===== src/rtl/unidade_pc_pkg.sv =====
// Shared definitions for the program-counter unit: PC width, FSM state
// encodings and the default reset vector.
package unidade_pc_pkg;

  localparam int LARGURA_PC = 8;

  localparam logic [LARGURA_PC-1:0] PC_INICIAL_PADRAO = 8'h00;

  typedef enum logic {
    RUN    = 1'b0,
    HALTED = 1'b1
  } estado_t;

endpackage : unidade_pc_pkg


===== src/rtl/somador_pc.sv =====
// Next-sequential / branch-target adder for the program counter.
// Adds either the branch displacement or one; the carry out is dropped so the PC wraps.
module somador_pc
  import unidade_pc_pkg::*;
(
  input  logic                  i_branch,
  input  logic [LARGURA_PC-1:0] i_pc,
  input  logic [LARGURA_PC-1:0] i_offset,
  output logic [LARGURA_PC-1:0] o_soma
);

  logic [LARGURA_PC-1:0] w_incremento;

  // A two's-complement offset added at full PC width behaves as sign-extended.
  assign w_incremento = i_branch ? i_offset : LARGURA_PC'(1);
  assign o_soma       = i_pc + w_incremento;

endmodule : somador_pc


===== src/rtl/unidade_pc.sv =====
// Program-counter unit: next-PC selection, RUN/HALTED control and a
// saturating count of PC advances since reset.
module unidade_pc
  import unidade_pc_pkg::*;
#(
  parameter logic [LARGURA_PC-1:0] PC_INICIAL   = PC_INICIAL_PADRAO,
  parameter int                    LARGURA_CONT = 16
)(
  input  logic                    Clock,
  input  logic                    Reset,
  input  logic                    Stall,
  input  logic                    Halt,
  input  logic                    Jump,
  input  logic [LARGURA_PC-1:0]   JumpAddr,
  input  logic                    Branch,
  input  logic [LARGURA_PC-1:0]   Offset,
  output logic [LARGURA_PC-1:0]   Endereco,
  output logic                    Parado,
  output logic [LARGURA_CONT-1:0] Contagem
);

  localparam logic [LARGURA_CONT-1:0] CONT_UM = LARGURA_CONT'(1);

  estado_t                 r_estado;
  logic [LARGURA_PC-1:0]   r_pc;
  logic                    r_parado;
  logic [LARGURA_CONT-1:0] r_contagem;

  logic [LARGURA_PC-1:0]   w_soma;
  logic [LARGURA_PC-1:0]   w_proximoPc;

  somador_pc u_somador (
    .i_branch (Branch),
    .i_pc     (r_pc),
    .i_offset (Offset),
    .o_soma   (w_soma)
  );

  // Jump beats branch; the adder already chose between branch and sequential.
  assign w_proximoPc = Jump ? JumpAddr : w_soma;

  always_ff @(posedge Clock) begin
    if (Reset) begin
      r_estado   <= RUN;
      r_pc       <= PC_INICIAL;
      r_parado   <= 1'b0;
      r_contagem <= '0;
    end else begin
      case (r_estado)
        RUN: begin
          if (!Stall) begin
            if (Halt) begin
              r_estado <= HALTED;
              r_parado <= 1'b1;
            end else begin
              r_pc <= w_proximoPc;
              // Saturate rather than wrap so an overflowed count is still recognisable.
              if (r_contagem != '1) begin
                r_contagem <= r_contagem + CONT_UM;
              end
            end
          end
        end
        HALTED: begin
          r_parado <= 1'b1;
        end
        default: begin
          r_estado <= RUN;
          r_parado <= 1'b0;
        end
      endcase
    end
  end

  assign Endereco = r_pc;
  assign Parado   = r_parado;
  assign Contagem = r_contagem;

endmodule : unidade_pc


===== config.mk =====
export PLATFORM = sky130hd
export DESIGN_NAME = unidade_pc
export DESIGN_NICKNAME = d
export VERILOG_FILES = /design/src/rtl/unidade_pc_pkg.sv /design/src/rtl/somador_pc.sv /design/src/rtl/unidade_pc.sv
export SDC_FILE = /design/constraint.sdc
export NUM_CORES = 1
export LEC_CHECK = 0
export CAP_MARGIN = 20
export CORE_ASPECT_RATIO = 0.6
export CORE_MARGIN = 2
export CORE_UTILIZATION = 25
export DETAILED_ROUTE_END_ITERATION = 12
export MAX_ROUTING_LAYER = met4
export PLACE_DENSITY_LB_ADDON = 0.05
export SKIP_CTS_REPAIR_TIMING = 1
export SLEW_MARGIN = 20
export SYNTH_ARGS = -nofsm -noshare
export SYNTH_HDL_FRONTEND = slang
export SYNTH_SLANG_ARGS = --single-unit

===== constraint.sdc =====
create_clock -name Clock -period 2.8 [get_ports Clock]
set_clock_uncertainty 0.1 [all_clocks]
set_input_delay 0.28 -clock Clock [delete_from_list [all_inputs] [get_ports Clock]]
set_output_delay 0.28 -clock Clock [all_outputs]
set_load 0.01 [all_outputs]

==> impl_metrics.json <==
{
  "fill_cells": 644,
  "worstHoldPathType": "register to register",
  "synth_ff_type": "sky130_fd_sc_hd__dfxtp_1",
  "total_cell_area_at_the_placement_stage_um2": 2110,
  "track_usage": 0.144,
  "clk_path_buf_depth": 2,
  "timing.final.hold_violations": 0,
  "drc_errors": 0,
  "final-setup-viol-count": 0,
  "chipWidth_um": 106,
  "fin_nets": 265,
  "slowest_stage": "sky130_fd_sc_hd__clkdlybuf4s50_1",
  "synth_fp_nets": 219,
  "worst_hold_slack_ps": 353,
  "dieHeight_um": 65.1,
  "ir_drop_uv": 143,
  "netlist-cell-type-count": 36,
  "global_route.overflow_total": 0,
  "rsz_0062_raised_after_global_routing": "no",
  "asyncSetResetFlopFracSynth": 0,
  "final_worst_path_period_share": 0.816,
  "finish.instance_area_um2": 2170,
  "worst_r2r_path_cells": 6,
  "number_of_global_route_vias_before_repair": 1481,
  "total_area_of_sequential_cells_um2": 520,
  "layout-drive-gt1-share": 0.0515,
  "max_freq_ghz": 0.438,
  "initial_utilization": 0.257,
  "pins_over_slew_limit": 0,
  "insertedDiodeCount": 0,
  "mostFrequentLayoutCells": "46 x sky130_fd_sc_hd__clkdlybuf4s50_1, 26 x sky130_fd_sc_hd__dfxtp_1, 23 x sky130_fd_sc_hd__nor2_1, 12 x sky130_fd_sc_hd__nand3_1, 11 x sky130_fd_sc_hd__nand2_1",
  "crit_chain": "clkdlybuf4s50_1 > and2_1 > ha_1 > nand3_1 > a21oi_1 > o21ai_0 > a2111o_1 > a41oi_1",
  "initialDrtViolationCount": 61,
  "h_tree_levels": 1,
  "critical_path.endpoint_type": "register",
  "detailroute.via_count": 1462,
  "power_per_cell_area_nw_per_um2": 369,
  "worst_skew_pair.late_latency_ps": 270,
  "cts_buffer_count": 3,
  "global_route_wire_length_before_repair_mm": 7.51,
  "status": "finished, final reports clean",
  "cp-start-kind": "input port",
  "grt_max_degree": 21,
  "multiInputGateArea_um2": 962,
  "dp.final_hpwl_mm": 3.38,
  "hold_path_startpoint": "Parado",
  "initial_antenna_violation_count": 0,
  "synth-warning-count": 0,
  "antenna_left": 0,
  "setup_tns_final_ps": 0,
  "clock-root-buffer": "sky130_fd_sc_hd__clkbuf_8",
  "detail_route.vias_per_cell": 4.61,
  "max_cap_violations": 0,
  "worst_margin_pin_slew_ps": 789,
  "gate_count_of_the_mapped_netlist": 188,
  "tritoncts": "yes",
  "final_common_cell": "sky130_fd_sc_hd__clkdlybuf4s50_1",
  "routedWlPerCell_um": 14.1,
  "synth-seq-area-share": 0.335,
  "drtPass1Iterations": 4,
  "worst_setup_hold_path_clk_slew_ps": 90,
  "ff2ff_setup_slack_ps": 640,
  "count_of_flip_flops_with_a_built_in_enable_after_synthesis": 0,
  "arrival_ps": 2370,
  "holdPathEnd": "Parado",
  "final_period_minus_worst_setup_slack_ps": 2280,
  "total_leakage_power_nw": 0.789,
  "core_region_area_um2": 6060,
  "worst_ep_required_time_ps": 2890,
  "cp_max_fo": 8,
  "timing.setup.critical_path_class": "input port to register",
  "fp.dieArea_um2": 6880,
  "ios": 47,
  "synth_area_per_cell_um2": 8.27,
  "slew_headroom": 0.472,
  "synth.ff_latch_count": 26,
  "worst_path_largest_cell_delay_ps": 530,
  "placement.io_buffers": 46,
  "globalplace.congestion": 0.770,
  "cts_num_sinks": 26,
  "area_delta_synth_final_pct": 39.5,
  "hold_path_depth": 2,
  "syn_area_um2": 1550,
  "fp-row-count": 22,
  "rr_endpoint": "Contagem[14]",
  "wl_mm": 4.47,
  "r2r-start": "Contagem[0]"
}
cells in the mapped netlist, types with 2 or more instances:
library cell | number | area share
sky130_fd_sc_hd__and3_1 | 4 | 0.016
sky130_fd_sc_hd__nor2_1 | 23 | 0.056
sky130_fd_sc_hd__o21ai_0 | 3 | 0.0097
sky130_fd_sc_hd__o21a_1 | 3 | 0.014
sky130_fd_sc_hd__o211ai_1 | 5 | 0.024
sky130_fd_sc_hd__nand3_1 | 12 | 0.039
sky130_fd_sc_hd__a31oi_1 | 4 | 0.016
sky130_fd_sc_hd__or3_1 | 3 | 0.012
sky130_fd_sc_hd__nand2_1 | 11 | 0.027
sky130_fd_sc_hd__a41oi_1 | 2 | 0.011
sky130_fd_sc_hd__mux2i_1 | 2 | 0.013
sky130_fd_sc_hd__nand4b_1 | 2 | 0.011
sky130_fd_sc_hd__a311oi_1 | 5 | 0.028
sky130_fd_sc_hd__nor3_1 | 6 | 0.019
sky130_fd_sc_hd__clkbuf_1 | 6 | 0.014
sky130_fd_sc_hd__or2_2 | 2 | 0.0081
sky130_fd_sc_hd__dfxtp_1 | 26 | 0.33
sky130_fd_sc_hd__inv_1 | 9 | 0.022
sky130_fd_sc_hd__and2_1 | 5 | 0.020
sky130_fd_sc_hd__xor2_1 | 8 | 0.045
sky130_fd_sc_hd__and4_1 | 2 | 0.011
sky130_fd_sc_hd__a211oi_1 | 7 | 0.034
sky130_fd_sc_hd__nand4_1 | 3 | 0.012
sky130_fd_sc_hd__nor2b_1 | 3 | 0.012
sky130_fd_sc_hd__xnor2_1 | 6 | 0.034
sky130_fd_sc_hd__a21oi_1 | 7 | 0.023
sky130_fd_sc_hd__buf_2 | 3 | 0.0097
sky130_fd_sc_hd__ha_1 | 8 | 0.064
metrics by stage:
stage	worst slack, ps	utilization	total power [mW]	std cells
after floorplan	990	-	0.479	188
after global placement	247	0.349	0.561	313
after detailed placement	188	0.349	0.557	313
after CTS	485	0.358	0.818	317
after global routing	279	0.358	0.852	317
final	516	0.358	0.800	317
kinds of logic after synthesis:
| kind of cell | synth area share |
|---|---|
| multiplexers | 0.0129 |
| flip-flops | 0.335 |
| adder cells (fa/ha/maj) | 0.0773 |
| XOR/XNOR | 0.0789 |
| AO/OA/AOI/OAI | 0.178 |
| AND/OR/NAND/NOR | 0.272 |
| buffers and inverters | 0.0459 |
sequential cells by signal, indices dropped and copies added (netlist names):
signal	flops
r_estado	1
Endereco	8
Contagem	16
Parado	1
layer usage:
| metal | track usage | vias up | wire [um] |
|---|---|---|---|
| li1 | - | 767 | - |
| met1 | 0.223 | 650 | 2690 |
| met2 | 0.185 | 43 | 1570 |
| met3 | 0.0292 | 2 | 194 |
| met4 | 0.0296 | 0 | 19 |
| met5 | - | - | 0 |
layout make-up:
type / instances / share of cell area
Sequential cell: 26 / 0.240
Inverter: 9 / 0.0156
Multi-Input combinational cell: 144 / 0.444
Clock buffer: 4 / 0.0254
Timing Repair Buffer: 50 / 0.226
Tap cell: 84 / 0.0485
critical path, delay by kind of cell:
kind / cells / cell delay [ps]
AOI/OAI and AO/OA: 4 / 910
buffers and inverters: 1 / 530
and+or+nand+nor: 2 / 320
adders and majority gates: 1 / 320
worst max path at each step:
stage,from,to,slack [ps]
3_3_place_gp,Branch,Endereco[7],250
2_1_floorplan,Offset[2],Endereco[7],990
4_1_cts,Branch,Endereco[7],480
5_1_grt,Branch,Endereco[7],280
6_report,Branch,Endereco[7],520
3_5_place_dp,Branch,Endereco[7],190
report_power, final:
| part | leakage (nW) | switching [mW] | internal (mW) |
|---|---|---|---|
| registers | 0.211 | 0.0123 | 0.382 |
| clock network | 0.0288 | 0.125 | 0.126 |
| logic | 0.549 | 0.0721 | 0.0825 |
| total | 0.789 | 0.210 | 0.590 |
Note: power is estimated with default switching activity, not from simulation.
==> patch 1: new RTL, same flow settings <==
The parameter `LARGURA_CONT` goes from 16 to 15.
--- a/src/rtl/unidade_pc.sv
+++ b/src/rtl/unidade_pc.sv
@@ -4,7 +4,7 @@
   import unidade_pc_pkg::*;
 #(
   parameter logic [LARGURA_PC-1:0] PC_INICIAL   = PC_INICIAL_PADRAO,
-  parameter int                    LARGURA_CONT = 16
+  parameter int                    LARGURA_CONT = 15
 )(
   input  logic                    Clock,
   input  logic                    Reset,
Ports: changed (resized Contagem); port bits go from 47 to 46. No check against the original RTL was run, so the function may have changed too.
==> patch 1 against the original RTL <==
- design area rose by 0.29%
- non-clock buffer count rose by 5
- highest routed layer is now met3
- synthesized cell count down 1.1%
- largest power group unchanged
- sequential cell count is 1 lower
- wire length shrank 0.25%
- worst setup slack got worse by 0.13 ns
- power down 4.2%
- critical path depth rose by 2
- cell count increased by 0.95%
- via count is 5.7% higher
- utilization increased by 0.27 points
- area after synthesis is 1.3% lower
==> patch 1: results (changes against the original RTL) <==
count of input and output buffers 45 (was 46); met2 track demand over resource in global routing 19.89% (was 18.55%); routing usage on met3 3.219% (was 2.918%); final weighted congestion of routability-driven global placement 0.8512 (was 0.7702); origin of the critical flop-to-flop path Endereco[0] (was Contagem[0]); result of the run finished, final reports clean (unchanged); peak ir drop on the vdd network 0.1477 mV (was 0.1434 mV); global routing usage on met1 20.98% (was 22.34%); count of routing violations after the opening detailed-route iteration 91 (was 61); cell family with most CP delay buffers and inverters (was compound AO/OA/AOI/OAI gates); Arrival @ worst endpoint 2.50 ns (was 2.37 ns); Routed wire per std cell 13.93 µm (was 14.09 µm); sequential share of the synthesized area 32.63% (was 33.49%); Synth Net Count 217 (was 219); largest net degree at the start of global routing 16 (was 21); amount of wire on met2 after detailed routing 1.771 mm (was 1.567 mm); via count of the first global-routing pass 1454 (was 1481); cell types with the highest counts after synthesis 25 x sky130_fd_sc_hd__dfxtp_1, 24 x sky130_fd_sc_hd__nor2_1, 11 x sky130_fd_sc_hd__nor3_1, 10 x sky130_fd_sc_hd__a211oi_1 (was 26 x sky130_fd_sc_hd__dfxtp_1, 23 x sky130_fd_sc_hd__nor2_1, 12 x sky130_fd_sc_hd__nand3_1, 11 x sky130_fd_sc_hd__nand2_1, 9 x sky130_fd_sc_hd__inv_1); unique cell type count in the Yosys netlist 45 (was 36); number of cells on the worst reg-to-reg path 8 (was 6); amount of wire on met3 after detailed routing 187 µm (was 194 µm); main area contributors after synthesis sky130_fd_sc_hd__dfxtp_1 33%, sky130_fd_sc_hd__ha_1 6.5%, sky130_fd_sc_hd__nor2_1 5.9% (was sky130_fd_sc_hd__dfxtp_1 33%, sky130_fd_sc_hd__ha_1 6.4%, sky130_fd_sc_hd__nor2_1 5.6%); peak per-stage delay on the critical path 0.62 ns (was 0.53 ns); Reg-to-Reg End Endereco[4] (was Contagem[14]); number of instances in the placed design 316 (was 313); max reg flops 15 (was 16)
patch 1: metrics by stage:
| step | hold WS (ns) | util (%) | setup slack, ns | instance area (µm²) | power [mW] |
|---|---|---|---|---|---|
| 2_1_floorplan | 0.3352 | - | 0.7639 | 1534 | 0.4709 |
| 3_3_place_gp | 0.3367 | 35.31 | 0.09960 | 2128 | 0.5533 |
| 3_5_place_dp | 0.3383 | 35.31 | 0.06337 | 2128 | 0.5547 |
| 4_1_cts | 0.3619 | 36.05 | 0.3394 | 2173 | 0.7831 |
| 5_1_grt | 0.3997 | 36.05 | 0.1794 | 2173 | 0.8181 |
| 6_report | 0.3627 | 36.05 | 0.3822 | 2173 | 0.7664 |
patch 1: how the worst min path moves through the flow:
stage	start	endpoint	slack, ns	cells past startpoint
CTS	Parado	Parado	0.36	2
finish	Parado	Parado	0.36	2
global placement	Parado	Parado	0.34	2
floorplan	Halt	r_estado	0.34	2
global route	Parado	Parado	0.40	2
detailed placement	Parado	Parado	0.34	2
patch 1: logic make-up after synthesis:
group / share of synthesized area [%]
multiplexers: 3.344
AND/OR/NAND/NOR: 30.34
XOR/XNOR: 5.139
buffers and inverters: 3.834
AO/OA/AOI/OAI: 16.88
adder cells (fa/ha/maj): 7.831
flip-flops: 32.63
patch 1: power breakdown:
group          total, mW  internal, mW  switching, mW
Sequential         0.379         0.367         0.0114
Combinational      0.167        0.0908         0.0767
Clock              0.220         0.102          0.118
patch 1: layout make-up:
| type | count | area (µm²) | share of cell area [%] |
|---|---|---|---|
| inverter | 6 | 22.52 | 1.036 |
| timing repair buffer | 55 | 525.5 | 24.18 |
| multi-input combinational | 146 | 974.7 | 44.85 |
| sequential | 25 | 500.5 | 23.03 |
| clock buffer | 4 | 45.04 | 2.073 |
| tap | 84 | 105.1 | 4.836 |
==> patch 2: new RTL, same settings <==
Made on the original files. Add an input register stage for `Offset`, with the module's reset; this delays it by one clock. The other inputs are not delayed to match.
--- a/src/rtl/unidade_pc.sv
+++ b/src/rtl/unidade_pc.sv
@@ -21,6 +21,16 @@
 
   localparam logic [LARGURA_CONT-1:0] CONT_UM = LARGURA_CONT'(1);
 
+  logic [LARGURA_PC-1:0] Offset_q;
+
+  always_ff @(posedge Clock) begin
+    if (Reset) begin
+      Offset_q <= '0;
+    end else begin
+      Offset_q <= Offset;
+    end
+  end
+
   estado_t                 r_estado;
   logic [LARGURA_PC-1:0]   r_pc;
   logic                    r_parado;
@@ -32,7 +42,7 @@
   somador_pc u_somador (
     .i_branch (Branch),
     .i_pc     (r_pc),
-    .i_offset (Offset),
+    .i_offset (Offset_q),
     .o_soma   (w_soma)
   );
 
Behaviour: not the same (Yosys sat finds a counterexample within 4 cycles, from zero or initial values and one cycle with Reset high).
==> patch 2 against the original RTL <==
- die area up 13%
- design area increased by 13%
- wire length is 2.6% higher
- clock power up 110%
- sequential share of layout area rose by 3.9 points
- worst setup slack lost 0.13 ns
- utilization increased by 0.45 points
- power grew 49%
- sequential cell count rose by 8
- count of clock-buffer cells in the layout increased by 2
- area after synthesis rose by 13%
- fmax decreased by 5.5%
- worst hold slack improved by 0.0013 ns
- critical path type unchanged
- register-to-register slack better by 0.03 ns
==> patch 2: results (changes against the original RTL) <==
result of the run finished, final reports clean (unchanged); CTS H-tree depth 2 (was 1); proportion of layout cells with a drive suffix above 1 5.738% (was 5.150%); Arrival @ worst endpoint 2.46 ns (was 2.37 ns); wire length of the first global-routing pass 7.741 mm (was 7.507 mm); number of multi-input combinational cells in the layout 151 (was 144); final cell utilization of the core 36.23% (was 35.79%); post-synthesis compound-gate area fraction 12.45% (was 17.79%); average size of a mapped cell 8.840 µm² (was 8.266 µm²); amount of wire on met2 after detailed routing 1.648 mm (was 1.567 mm); Placed Area 2301 µm² (was 2112 µm²); amount of wire on met3 after detailed routing 192 µm (was 194 µm); cell types with the highest counts after synthesis 34 x sky130_fd_sc_hd__dfxtp_1, 20 x sky130_fd_sc_hd__nor2_1, 13 x sky130_fd_sc_hd__nand2_1, 11 x sky130_fd_sc_hd__nand3_1, 11 x sky130_fd_sc_hd__xor2_1 (was 26 x sky130_fd_sc_hd__dfxtp_1, 23 x sky130_fd_sc_hd__nor2_1, 12 x sky130_fd_sc_hd__nand3_1, 11 x sky130_fd_sc_hd__nand2_1, 9 x sky130_fd_sc_hd__inv_1); routing usage on met3 3.671% (was 2.918%); wire length after detailed routing 4.581 mm (was 4.467 mm); adder and majority cell fraction of the synthesized area 6.828% (was 7.729%); # fillers 723 (was 644); P_comb 0.147 mW (was 0.155 mW); DR vias/cell 4.695 (was 4.612); cell family with most CP delay buffers and inverters (was compound AO/OA/AOI/OAI gates); switching part of the total 22.47% (was 26.21%); Mapped Cells 199 (was 188); peak ir drop on the vdd network 0.2181 mV (was 0.1434 mV); met2 track demand over resource in global routing 17.47% (was 18.55%); largest net degree at the start of global routing 35 (was 21); area growth from synthesis to final layout 38.69% (was 39.45%); Clock-cell share 5.692% (was 2.540%); share of final layout cell area taken by non-clock buffers 19.49% (was 22.63%); total clock buffers created by CTS 5 (was 3); peak per-stage delay on the critical path 0.57 ns (was 0.53 ns)
patch 2: cell types whose count changed after synthesis, moves of 3 or more:
cell,delta
sky130_fd_sc_hd__dfxtp_1,+8
sky130_fd_sc_hd__or3_1,-3
sky130_fd_sc_hd__xor2_1,+3
sky130_fd_sc_hd__a311oi_1,-5
sky130_fd_sc_hd__nor2b_1,+7
sky130_fd_sc_hd__a31oi_1,-3
sky130_fd_sc_hd__o21a_1,-3
sky130_fd_sc_hd__inv_1,-4
sky130_fd_sc_hd__nor2_1,-3
sky130_fd_sc_hd__a211oi_1,+3
sky130_fd_sc_hd__o211ai_1,-4
patch 2: path summary, 6_finish.rpt:
check	startpoint	slack, ns	to
max	Branch	0.38	Endereco[4]
min	Parado	0.35	Parado
max reg2reg	Contagem[0]	0.67	Contagem[0]
min reg2reg	Parado	0.35	Parado
